## src/rtl/gcd_apb_regbank_if.sv

```systemverilog
// gcd_apb_regbank_if: APB3 slave bus bundle for the GCD register bank.
interface gcd_apb_regbank_if;
  logic [31:0] PADDR;
  logic        PSEL;
  logic        PENABLE;
  logic        PWRITE;
  logic [31:0] PWDATA;
  logic [31:0] PRDATA;
  logic        PREADY;
  logic        PSLVERR;
  modport master (output PADDR, PSEL, PENABLE, PWRITE, PWDATA, input PRDATA, PREADY, PSLVERR);
  modport slave  (input PADDR, PSEL, PENABLE, PWRITE, PWDATA, output PRDATA, PREADY, PSLVERR);
endinterface

```

## src/rtl/gcd_apb_regbank.sv

```systemverilog
// gcd_apb_regbank: APB register bank controlling NUM_CH GCD channels.
// Define GCD_REGBANK_DEBUG_EN to map the per-channel DEBUG_IN word at B+0xC.
module gcd_apb_regbank #(
  parameter int NUM_CH   = 2,
  parameter int OPCODE_W = 12,
  parameter int CNT_W    = 12
) (
  input  logic                         CLK,
  input  logic                         RESETn,
  gcd_apb_regbank_if.slave             apb,
  output logic [NUM_CH-1:0]            START_PULSE,
  output logic [NUM_CH*OPCODE_W-1:0]   OPCODE,
  output logic [NUM_CH-1:0]            CONSTANT_TIME,
  output logic [NUM_CH-1:0]            DEBUG_MODE,
  input  logic [NUM_CH-1:0]            DONE_PULSE,
  input  logic [NUM_CH*CNT_W-1:0]      CYCLE_COUNT,
  input  logic [NUM_CH*32-1:0]         DEBUG_IN,
  output logic                         IRQ
);
  logic [NUM_CH*OPCODE_W-1:0] op_q, op_d;
  logic [NUM_CH-1:0] dm_q, dm_d, ct_q, ct_d, run_q, run_d, err_q, err_d, seen_q, seen_d;
  logic [NUM_CH-1:0] irq_stat_q, irq_stat_d, irq_en_q, irq_en_d, start_q, start_d;
  logic [CNT_W-1:0] cnt_q [NUM_CH];
  logic [CNT_W-1:0] cnt_d [NUM_CH];
  logic [31:0] prdata_q, prdata_d, rdata;
  logic pslverr_q, pslverr_d, irq_q, irq_d;
  logic setup, wr, hit;
  logic [3:0] blk;
  logic [1:0] sel;
  logic [NUM_CH-1:0] cs, wctl, wst, rj;
  always_comb begin
    setup = apb.PSEL & ~apb.PENABLE;
    wr = setup & apb.PWRITE;
    blk = apb.PADDR[7:4];
    sel = apb.PADDR[3:2];
    hit = 1'b0;
    rdata = '0;
    op_d = op_q;
    dm_d = dm_q;
    ct_d = ct_q;
    irq_en_d = irq_en_q;
    irq_stat_d = irq_stat_q;
    if (blk == 4'd0) begin
      hit = sel != 2'd3;
      rdata = sel == 2'd0 ? (32'h5A5A_0000 | 32'(NUM_CH)) :
              sel == 2'd1 ? 32'(irq_stat_q) :
              sel == 2'd2 ? 32'(irq_en_q) : '0;
      if (wr && sel == 2'd1) irq_stat_d = irq_stat_q & ~apb.PWDATA[NUM_CH-1:0];
      if (wr && sel == 2'd2) irq_en_d = apb.PWDATA[NUM_CH-1:0];
    end
    // a completion in the same cycle as a W1C keeps the bit set
    irq_stat_d = irq_stat_d | DONE_PULSE;
    for (int c = 0; c < NUM_CH; c++) begin
      cs[c] = blk == 4'(c + 1);
      wctl[c] = wr & cs[c] & (sel == 2'd0);
      wst[c] = wr & cs[c] & (sel == 2'd1);
      start_d[c] = wctl[c] & apb.PWDATA[0] & ~run_q[c];
      rj[c] = wctl[c] & apb.PWDATA[0] & run_q[c];
      if (wctl[c] && !rj[c]) begin
        op_d[c*OPCODE_W +: OPCODE_W] = apb.PWDATA[OPCODE_W:1];
        dm_d[c] = apb.PWDATA[17];
        ct_d[c] = apb.PWDATA[18];
      end
      err_d[c] = (err_q[c] & ~(wst[c] & apb.PWDATA[1])) | rj[c];
      seen_d[c] = (seen_q[c] & ~(wst[c] & apb.PWDATA[2])) | DONE_PULSE[c];
      run_d[c] = start_q[c] | (run_q[c] & ~DONE_PULSE[c]);
      cnt_d[c] = DONE_PULSE[c] ? CYCLE_COUNT[c*CNT_W +: CNT_W] : cnt_q[c];
      if (cs[c]) begin
`ifdef GCD_REGBANK_DEBUG_EN
        hit = 1'b1;
`else
        hit = sel != 2'd3;
`endif
        rdata = sel == 2'd0 ? 32'({ct_q[c], dm_q[c], 17'(op_q[c*OPCODE_W +: OPCODE_W]) << 1}) :
                sel == 2'd1 ? 32'({seen_q[c], err_q[c], run_q[c]}) :
                sel == 2'd2 ? 32'(cnt_q[c]) :
`ifdef GCD_REGBANK_DEBUG_EN
                DEBUG_IN[c*32 +: 32];
`else
                '0;
`endif
      end
    end
    prdata_d = setup ? ((apb.PWRITE || !hit) ? '0 : rdata) : prdata_q;
    pslverr_d = setup ? (~hit | (|rj)) : pslverr_q;
    irq_d = |(irq_stat_q & irq_en_q);
  end
  always_ff @(posedge CLK or negedge RESETn)
    if (!RESETn) begin
      op_q <= '0;
      dm_q <= '0;
      ct_q <= '0;
      run_q <= '0;
      err_q <= '0;
      seen_q <= '0;
      irq_stat_q <= '0;
      irq_en_q <= '0;
      start_q <= '0;
      cnt_q <= '{default: '0};
      prdata_q <= '0;
      pslverr_q <= 1'b0;
      irq_q <= 1'b0;
    end else begin
      op_q <= op_d;
      dm_q <= dm_d;
      ct_q <= ct_d;
      run_q <= run_d;
      err_q <= err_d;
      seen_q <= seen_d;
      irq_stat_q <= irq_stat_d;
      irq_en_q <= irq_en_d;
      start_q <= start_d;
      cnt_q <= cnt_d;
      prdata_q <= prdata_d;
      pslverr_q <= pslverr_d;
      irq_q <= irq_d;
    end
  assign apb.PRDATA = prdata_q;
  assign apb.PSLVERR = pslverr_q;
  assign apb.PREADY = 1'b1;
  assign START_PULSE = start_q;
  assign OPCODE = op_q;
  assign CONSTANT_TIME = ct_q;
  assign DEBUG_MODE = dm_q;
  assign IRQ = irq_q;
  logic unused_bits;
`ifdef GCD_REGBANK_DEBUG_EN
  assign unused_bits = ^{apb.PADDR[31:8], apb.PADDR[1:0], apb.PWDATA};
`else
  assign unused_bits = ^{apb.PADDR[31:8], apb.PADDR[1:0], apb.PWDATA, DEBUG_IN};
`endif
endmodule
```

## src/flat_wrapper.sv

```systemverilog
// flat-port wrapper written by rule: the top's interface ports become plain ports
module gcd_apb_regbank_flat 
#(
  parameter int NUM_CH   = 2,
  parameter int OPCODE_W = 12,
  parameter int CNT_W    = 12
)
  (CLK, RESETn, START_PULSE, OPCODE, CONSTANT_TIME, DEBUG_MODE, DONE_PULSE, CYCLE_COUNT, DEBUG_IN, IRQ, apb_PADDR, apb_PSEL, apb_PENABLE, apb_PWRITE, apb_PWDATA, apb_PRDATA, apb_PREADY, apb_PSLVERR);
  gcd_apb_regbank_if apb_i ();
  input  logic CLK;
  input  logic RESETn;
  output logic [NUM_CH-1:0] START_PULSE;
  output logic [NUM_CH*OPCODE_W-1:0] OPCODE;
  output logic [NUM_CH-1:0] CONSTANT_TIME;
  output logic [NUM_CH-1:0] DEBUG_MODE;
  input  logic [NUM_CH-1:0] DONE_PULSE;
  input  logic [NUM_CH*CNT_W-1:0] CYCLE_COUNT;
  input  logic [NUM_CH*32-1:0] DEBUG_IN;
  output logic IRQ;
  input wire logic [$bits(apb_i.PADDR)-1:0] apb_PADDR;
  input wire logic [$bits(apb_i.PSEL)-1:0] apb_PSEL;
  input wire logic [$bits(apb_i.PENABLE)-1:0] apb_PENABLE;
  input wire logic [$bits(apb_i.PWRITE)-1:0] apb_PWRITE;
  input wire logic [$bits(apb_i.PWDATA)-1:0] apb_PWDATA;
  output wire logic [$bits(apb_i.PRDATA)-1:0] apb_PRDATA;
  output wire logic [$bits(apb_i.PREADY)-1:0] apb_PREADY;
  output wire logic [$bits(apb_i.PSLVERR)-1:0] apb_PSLVERR;
  assign apb_i.PADDR = apb_PADDR;
  assign apb_i.PSEL = apb_PSEL;
  assign apb_i.PENABLE = apb_PENABLE;
  assign apb_i.PWRITE = apb_PWRITE;
  assign apb_i.PWDATA = apb_PWDATA;
  assign apb_PRDATA = apb_i.PRDATA;
  assign apb_PREADY = apb_i.PREADY;
  assign apb_PSLVERR = apb_i.PSLVERR;
  gcd_apb_regbank #(.NUM_CH(NUM_CH), .OPCODE_W(OPCODE_W), .CNT_W(CNT_W)) u_core (.CLK(CLK), .RESETn(RESETn), .apb(apb_i), .START_PULSE(START_PULSE), .OPCODE(OPCODE), .CONSTANT_TIME(CONSTANT_TIME), .DEBUG_MODE(DEBUG_MODE), .DONE_PULSE(DONE_PULSE), .CYCLE_COUNT(CYCLE_COUNT), .DEBUG_IN(DEBUG_IN), .IRQ(IRQ));
endmodule
```

## config.mk

```make
export PLATFORM = sky130hd
export DESIGN_NAME = gcd_apb_regbank_flat
export DESIGN_NICKNAME = d
export VERILOG_FILES = /design/src/rtl/gcd_apb_regbank_if.sv /design/src/rtl/gcd_apb_regbank.sv /design/src/flat_wrapper.sv
export SDC_FILE = /design/constraint.sdc
export NUM_CORES = 1
export LEC_CHECK = 0
export ABC_AREA = 1
export CAP_MARGIN = 20
export CORE_MARGIN = 2
export CORE_UTILIZATION = 39
export CTS_CLUSTER_SIZE = 30
export DETAILED_ROUTE_END_ITERATION = 6
export PLACE_DENSITY = 0.9
export SLEW_MARGIN = 0
export SYNTH_ARGS = -nofsm -noshare
export SYNTH_HDL_FRONTEND = slang
export SYNTH_SLANG_ARGS = --single-unit
```

## constraint.sdc

```tcl
create_clock -name CLK -period 1.4 [get_ports CLK]
set_input_delay 0.21 -clock CLK [delete_from_list [all_inputs] [get_ports CLK]]
set_output_delay 0.21 -clock CLK [all_outputs]
set_load 0.005 [all_outputs]
```

=== Word level (Yosys, flattened, before mapping) ===
Cells that the tools add are included.

* Input bits: 159
* Bits in registers: 98

* Bitwise gates (word level): 45
* Muxes and demuxes: 18
* Reduce and logical (&&, ||, !) cells: 13
* Equality and inequality tests: 5

{| class="wikitable"
|+ Operators by type and width
! kind !! count
|-
| 2-to-1 mux 32 bit || 10
|-
| AND 1 bit || 24
|-
| 2-to-1 mux 12 bit || 2
|-
| inverter 1 bit || 10
|-
| OR 1 bit || 7
|-
| 2-to-1 mux 2 bit || 3
|-
| AND 2 bit || 2
|-
| == test 4 x 1 -> 1 bit (second input constant) || 1
|-
| == test 4 x 2 -> 1 bit (second input constant) || 1
|-
| logical AND 1 bit || 4
|-
| logical NOT 4 bit || 1
|-
| OR reduction 2 bit || 2
|-
| logical NOT 1 bit || 3
|-
| 2-to-1 mux 1 bit || 3
|-
| == test 2 x 1 -> 1 bit (second input constant) || 1
|-
| == test 2 bit (second input constant) || 1
|-
| logical NOT 2 bit || 1
|-
| != test 2 bit (second input constant) || 1
|-
| inverter 2 bit || 1
|-
| OR 2 bit || 1
|-
| AND reduction 2 bit || 1
|-
| logical OR 1 bit || 1
|}

=== Logic depth before layout (Yosys ltp) ===
Gate-level depths: netlist of the first run.

* Depth in word-level cells: 9
* Mapped depth: 10
* Depth with buffers taken out: 9

=== Worst setup path before layout of the first run ===
No wires, ideal clock.

* Path kind: input -> register
* From: in apb_PADDR[2]
* To: reg u_core.op_q[14], in the netlist u_core.OPCODE[14]
* Data arrival time: 1.155 ns
* Data required time: 1.283 ns
* Path slack: 0.128 ns
* Stages on the path: 8
* Path buffers: 2
* Cells stage by stage: buf_4 -> clkinv_4 -> nand2_4 -> nor2_4 -> nand2_4 -> a21oi_4 -> buf_6 -> o21ai_2

* Cells in the longest elaborated chain, start to end: 6

{| class="wikitable"
|+ Ends and longest elaborated chain
! element !! line !! text
|-
| start, declared || flat_wrapper.sv:20 || <nowiki>input wire logic [$bits(apb_i.PADDR)-1:0] apb_PADDR;</nowiki>
|-
| logical NOT 2 bit (*) || gcd_apb_regbank.sv:55 || <nowiki>wctl[c] = wr & cs[c] & (sel == 2'd0);</nowiki>
|-
| AND 1 bit (*) || gcd_apb_regbank.sv:55 ||
|-
| AND 1 bit (2 in a row) || gcd_apb_regbank.sv:58 || <nowiki>rj[c] = wctl[c] & apb.PWDATA[0] & run_q[c];</nowiki>
|-
| logical NOT 1 bit || gcd_apb_regbank.sv:59 || <nowiki>if (wctl[c] && !rj[c]) begin</nowiki>
|-
| logical AND 1 bit (*) || gcd_apb_regbank.sv:59 ||
|-
| end signal, assigned || gcd_apb_regbank.sv:104 || <nowiki>op_q <= op_d;</nowiki>
|-
| end, declared || gcd_apb_regbank.sv:20 || <nowiki>logic [NUM_CH*OPCODE_W-1:0] op_q, op_d;</nowiki>
|}

Every way passes the cells marked *; elsewhere a longest branch is shown, timed or not.
A chain may end at the register's enable or synchronous reset.

==> results_dict.tcl, run 1 <==
set metrics [dict create \
    htreeDepth 3 \
    route.vias.total 4013 \
    crit_end "apb_PRDATA[30]" \
    hold_violations 0 \
    regArea_sq_mm 0.00205 \
    wl_per_cell_um 16.1 \
    tritoncts "yes" \
    finalCriticalPeriod_ns 1.39 \
    p_leak_nw 3.17 \
    dieWidth_um 106 \
    yosysSeqAreaShare_pct 50.9 \
    yosys.area.top_type "dfrtp_1" \
    synthCells 503 \
    initial_core_util_pct 39.6 \
    path_clk_slew_ns 0.09 \
    nets 832 \
    cap_violations 0 \
    r2r_cells 5 \
    cts-buffers-inserted 9 \
    rows 37 \
    synth.avg_cell_area_sq_um 8.02 \
    fp.coreArea_sq_mm 0.0102 \
    endpoint_kind "primary output" \
    firstDrtPassIters 5 \
    cts.sinks 82 \
    ctsRootBufferMaster "clkbuf_8" \
    grt_setup_unrepaired "yes" \
    crit_path_max_incr_delay_ns 0.44 \
    antenna_cells 0 \
    async_reset_ff_share_pct 100 \
    wl_um 13100 \
    grt_max_degree 35 \
    criticalPathCategory "reg2out" \
    syn_area_sq_mm 0.00403 \
    fp.dieH_um 106 \
    status "complete, no violations" \
    finalMaxSlewViolations 0 \
    via_per_inst 4.93 \
    cp_slowest_cell "dfrtp_2" \
    synth_area_leaders "dfrtp_1 51%, nand2_1 17%, o21ai_0 7.4%, inv_1 5.7%, buf_4 3.3%" \
    max_freq_ghz 0.718 \
    antenna_left 0 \
    ys_ff_latch 82 \
    ios 224 \
    r2r-end "u_core.OPCODE[3]$_DFFE_PN0P_" \
    synth_cell_types 28 \
    crit_arrival_ns 1.18 \
    grt_pass1_wl_um 21000 \
    whs_ns 0.292 \
    dieArea_sq_mm 0.0112 \
    p_sw_share_pct 26.5 \
    crit_required_ns 1.19 \
    drt_first_iter_violations 211 \
    power.internal_mw 3.85 \
    hp-class "in2async" \
    multi_input_area_sq_mm 0.00158 \
    pwr-share-clk_pct 34.5 \
    crit_fanout 5 \
    cts_buffer_depth 2 \
    peakVddDrop_v 0.000482 \
    r2r_start "u_core.run_q[0]$_DFF_PN0_" \
    areaGrowthSynthToFinish_pct 49.3 \
    grt-ovfl-total 0 \
    hpwl_um 9110 \
    routabilityCongestion 0.963 \
    setup_violations 0 \
    crit_chain "buf_6 > dlygate4sd2_1" \
    p_seq_share_pct 48.9 \
    start_kind "register" \
    synth_top_flop_cell "dfrtp_1" \
    power_density_mw_per_mm2 869 \
    grt.total_usage_pct 24.3 \
    fin_crit_sh_pct 99.4 \
    drive_gt1_share_pct 18.4 \
    grt_pass1_vias 4222 \
    num-fill-cells 899 \
    ff2ff_setup_slack_ns 0.18 \
    crit_start "u_core.apb.PRDATA[28]$_DFFE_PN0N_" \
    synth_edf_count 0 \
    yosysTopAreaCellShare_pct 50.9 \
    port_buffers 105 \
    p_switching_mw 1.39 \
    skew_ns 0.0128 \
    drc 0 \
    ys_warn_count 0 \
    finalSetupTns_ns 0 \
    antenna_found_initial 0 \
    worstSkewPairLatency_ns 0.35 \
    comb_power_share_pct 16.6 \
]
## what timing repair did
item	in CTS	in global routing
gates cloned	3	0
setup buffers	36	2
endpoints found under the hold margin	18	0
hold buffers	1	0
gates resized for setup	78	8
pin swaps	7	2
endpoints found under the setup margin	88	42
## layer usage
layer / GRT usage [%] / wire [um] / vias to the layer above
li1: - / - / 1887
met1: 30.0 / 5320 / 1904
met2: 40.8 / 6380 / 176
met3: 5.07 / 920 / 46
met4: 11.0 / 496 / 0
met5: 0 / 0 / -
## Yosys cell counts (2+ instances only)
| cell type | n |
|---|---|
| nand2_1 | 184 |
| dfrtp_1 | 82 |
| inv_1 | 61 |
| o21ai_0 | 60 |
| nand3_1 | 24 |
| buf_4 | 18 |
| nor2_1 | 16 |
| o21ai_2 | 10 |
| o211ai_1 | 9 |
| buf_2 | 8 |
| clkbuf_1 | 5 |
| nor2_4 | 4 |
| nand4_1 | 3 |
| buf_6 | 2 |
| conb_1 | 2 |
| nand2_4 | 2 |
| o21bai_1 | 2 |
## registers in the layout, indices dropped and copies added, names as in the netlist
name,cells
u_core.CONSTANT_TIME,2
u_core.irq_en_q,2
u_core.apb.PSLVERR,1
u_core.cnt_q,24
u_core.OPCODE,24
u_core.irq_stat_q,2
u_core.apb.PRDATA,16
u_core.START_PULSE,2
u_core.DEBUG_MODE,2
u_core.run_q,2
u_core.err_q,2
u_core.seen_q,2
u_core.IRQ,1
## logic make-up after synthesis
logic type / share of synthesized area [%]
simple gates: 24.3
buf+inv: 11.6
compound gates: 13.1
flops: 50.9
other cells: 0.186
## cells in the final DEF, fill, tap and decap left out, types with 2 or more instances in the layout
| cell | count |
|---|---|
| dlymetal6s2s_1 | 2 |
| dfrtp_1 | 81 |
| clkbuf_8 | 11 |
| nor2_4 | 5 |
| inv_1 | 59 |
| buf_4 | 61 |
| nor2_2 | 2 |
| buf_6 | 6 |
| o211ai_1 | 9 |
| nand2_1 | 183 |
| dlygate4sd2_1 | 59 |
| conb_1 | 11 |
| nor2_1 | 14 |
| inv_2 | 2 |
| nand2_4 | 2 |
| clkinvlp_4 | 3 |
| o21ai_1 | 4 |
| buf_12 | 9 |
| bufbuf_16 | 2 |
| o21ai_2 | 11 |
| nand4_1 | 3 |
| o21ai_0 | 55 |
| clkdlybuf4s50_1 | 42 |
| o21bai_1 | 2 |
| nand3_1 | 23 |
## critical path: cells and delay by family, from the launching register on
kind     cells  cell delay, ns
buf+inv      2            0.39
flops        1            0.44
## per-stage QoR
| stage | std cells | util [%] | instance area, sq um | setup WS [ns] | power [mW] |
|---|---|---|---|---|---|
| finish | 814 | 59.2 | 6020 | 0.00776 | 5.23 |
| global route | 814 | 59.2 | 6020 | -0.0227 | 5.45 |
| CTS | 813 | 59.1 | 6020 | -0.0152 | 5.23 |
| detailed placement | 757 | 53.4 | 5440 | -0.585 | 3.40 |
| global placement | 757 | 53.4 | 5440 | -0.513 | 3.37 |
| floorplan | 512 | - | 4070 | 0.128 | 2.90 |
## power by group through the flow
stage / logic, mW / clock network (mW) / registers (mW)
after global placement: 0.766 / 0 / 2.61
after detailed placement: 0.783 / 0 / 2.62
after CTS: 0.858 / 1.81 / 2.56
after global routing: 0.953 / 1.93 / 2.57
final: 0.871 / 1.80 / 2.56
after floorplan: 0.299 / 0 / 2.60
## worst min path at each step
| stage | start | end | slack (ns) | depth (start not counted) |
|---|---|---|---|---|
| floorplan | RESETn | u_core.CONSTANT_TIME[0]$_DFFE_PN0P_ | -0.09 | 0 |
| global placement | RESETn | u_core.apb.PRDATA[10]$_DFFE_PN0N_ | 0.12 | 1 |
| detailed placement | RESETn | u_core.apb.PRDATA[10]$_DFFE_PN0N_ | 0.13 | 1 |
| CTS | RESETn | u_core.OPCODE[15]$_DFFE_PN0P_ | 0.29 | 2 |
| global route | RESETn | u_core.OPCODE[20]$_DFFE_PN0P_ | 0.31 | 2 |
| finish | RESETn | u_core.OPCODE[20]$_DFFE_PN0P_ | 0.29 | 2 |
## area by class of cell
cell class	instances	share of cell area, %
Sequential cell	82	34.1
Timing Repair Buffer	184	29.3
Multi-Input combinational cell	332	26.3
Inverter	64	4.17
Tap cell	136	2.82
Clock buffer	12	2.58
Clock inverter	4	0.831
Note: power is estimated with default switching activity, not from simulation.
==> inputs of run 2 (changes only) <==
--- a/config.mk
+++ b/config.mk
@@ -8,10 +8,10 @@
 export ABC_AREA = 1
 export CAP_MARGIN = 20
 export CORE_MARGIN = 2
-export CORE_UTILIZATION = 39
+export CORE_UTILIZATION = 30
 export CTS_CLUSTER_SIZE = 30
 export DETAILED_ROUTE_END_ITERATION = 6
-export PLACE_DENSITY = 0.9
+export PLACE_DENSITY = 0.74
 export SLEW_MARGIN = 0
 export SYNTH_ARGS = -nofsm -noshare
 export SYNTH_HDL_FRONTEND = slang
==> run 2 against run 1 <==
Effect of this change: global-route usage shrank 6.0 points; wire length shrank 2.3%; via count shrank 4.6%; count of clock-buffer cells in the layout shrank 2; total power grew 17%; critical endpoint is now apb_PRDATA[27].
==> results_dict.tcl, run 2 (synthesis results as in run 1) <==
set metrics [dict create \
    status "complete, no violations" \
    path_clk_slew_ns 0.06 \
    cts.sinks 82 \
    worstSkewPairLatency_ns 0.34 \
    crit_chain "buf_4 > dlygate4sd2_1" \
    start_kind "register" \
    route.vias.total 3829 \
    multi_input_area_sq_mm 0.00158 \
    firstDrtPassIters 4 \
    criticalPathCategory "reg2out" \
    tritoncts "yes" \
    pre_cts_ws_ns -0.603 \
    finalCriticalPeriod_ns 1.38 \
    wl_um 12800 \
    crit_arrival_ns 1.17 \
    fin_crit_sh_pct 98.3 \
    drc 0 \
    grt_pass1_wl_um 20000 \
    drt_first_iter_violations 298 \
    initial_core_util_pct 30.6 \
    endpoint_kind "primary output" \
    port_buffers 105 \
    antenna_left 0 \
    antenna_cells 0 \
    regArea_sq_mm 0.00205 \
    grt-ovfl-total 0 \
    setup_violations 0 \
    dieArea_sq_mm 0.0144 \
    areaGrowthSynthToFinish_pct 54.0 \
    rows 42 \
    cts_buffer_depth 2 \
    grt_pass1_vias 3808 \
    final_common_cell "nand2_1" \
    crit_fanout 4 \
    hold_violations 0 \
    cts-buffers-inserted 9 \
    via_per_inst 4.51 \
    p_total_mw 6.14 \
    setup_slack_ns 0.0244 \
    wl_per_cell_um 15.1 \
    ctsRootBufferMaster "clkbuf_16" \
    cap_violations 0 \
    hp-class "in2async" \
    ios 224 \
    dieWidth_um 120 \
    p_leak_nw 3.29 \
    final_cell_mix "183 x nand2_1, 81 x dfrtp_1, 59 x inv_1" \
    nets 827 \
    htreeDepth 3 \
    skew_ns 0.00611 \
    finalMaxSlewViolations 0 \
    antenna_found_initial 0 \
    grt_max_degree 33 \
    peakVddDrop_v 0.000561 \
    max_freq_ghz 0.727 \
    crit_start "u_core.apb.PRDATA[28]$_DFFE_PN0N_" \
    crit_required_ns 1.19 \
    cp_slowest_cell "dfrtp_2" \
    r2r_start "u_core.run_q[0]$_DFF_PN0_" \
    hpwl_um 9200 \
    fp.dieH_um 120 \
    grt.total_usage_pct 18.3 \
    fp.coreArea_sq_mm 0.0132 \
    num-fill-cells 1269 \
    grt_setup_unrepaired "yes" \
    drive_gt1_share_pct 17.7 \
    routabilityCongestion 0.956 \
    crit_path_max_incr_delay_ns 0.42 \
    power_density_mw_per_mm2 989 \
]
run 2: cell types whose count changed in the layout (fill, tap and decap cells not counted), moves of 2 or more:
| cell | change |
|---|---|
| clkbuf_16 | +11 |
| dlymetal6s2s_1 | +9 |
| buf_4 | -5 |
| clkbuf_8 | -11 |
| clkinvlp_4 | -2 |
| dlygate4sd2_1 | -10 |
| buf_12 | +2 |
| clkinv_4 | +2 |
| bufinv_16 | +2 |
| bufbuf_16 | -2 |
run 2: final cells by class:
class,instances,share of cell area [%]
flip-flops and latches,82,33.1
repair buffers,179,28.4
inverters,64,3.99
multi-input cells,332,25.5
well taps,176,3.54
clock buffers,10,3.69
clock inverters,6,1.85
run 2: final timing paths:
check	depth (start not counted)	slack [ns]	to
min in group CLK	5	0.37	u_core.START_PULSE[1]$_DFF_PN0_
worst min-delay path	2	0.35	u_core.IRQ$_DFF_PN0_
worst min register to register	2	0.48	u_core.apb.PRDATA[18]$_DFFE_PN0N_
worst max-delay path	2	0.02	apb_PRDATA[27]
max in group asynchronous	3	0.53	u_core.START_PULSE[0]$_DFF_PN0_
worst max register to register	5	0.17	u_core.OPCODE[11]$_DFFE_PN0P_
run 2: critical path: cells and delay by family (launching register included):
kind / cells / cell delay (ns)
DFF: 1 / 0.42
buffers and inverters: 2 / 0.40
run 2: per-layer routing:
| layer | vias up | share of wire [%] | GRT usage [%] | wire [um] |
|---|---|---|---|---|
| li1 | 1878 | - | - | - |
| met1 | 1809 | 43 | 23.7 | 5520 |
| met2 | 132 | 49 | 30.3 | 6320 |
| met3 | 10 | 6.8 | 5.47 | 866 |
| met4 | 0 | 0.80 | 3.90 | 103 |
| met5 | - | 0 | 0 | 0 |
run 2: power by group:
part / switching (mW) / internal [mW]
registers: 0.0701 / 2.49
clock network: 0.994 / 1.75
logic: 0.418 / 0.418
total: 1.48 / 4.66
run 2: stage by stage:
step | cells | setup TNS, ns | instance area, sq um | util [%] | hold WS, ns
after CTS | 844 | 0 | 6060 | 45.9 | 0.360
final | 849 | 0 | 6210 | 47.1 | 0.353
after global placement | 800 | -22.25 | 5540 | 42.0 | 0.185
after floorplan | 512 | 0 | 4070 | - | -0.0856
after global routing | 849 | -0.0842 | 6210 | 47.1 | 0.383
after detailed placement | 800 | -22.29 | 5540 | 42.0 | 0.187
run 2: repair_timing:
action                     CTS  global route
pin swaps                    2             1
gates resized for setup     58            27
hold buffers                 1             0
setup endpoints to repair   93            58
setup buffers               27             3
gates cloned                 0             2
hold endpoints to repair    28             0
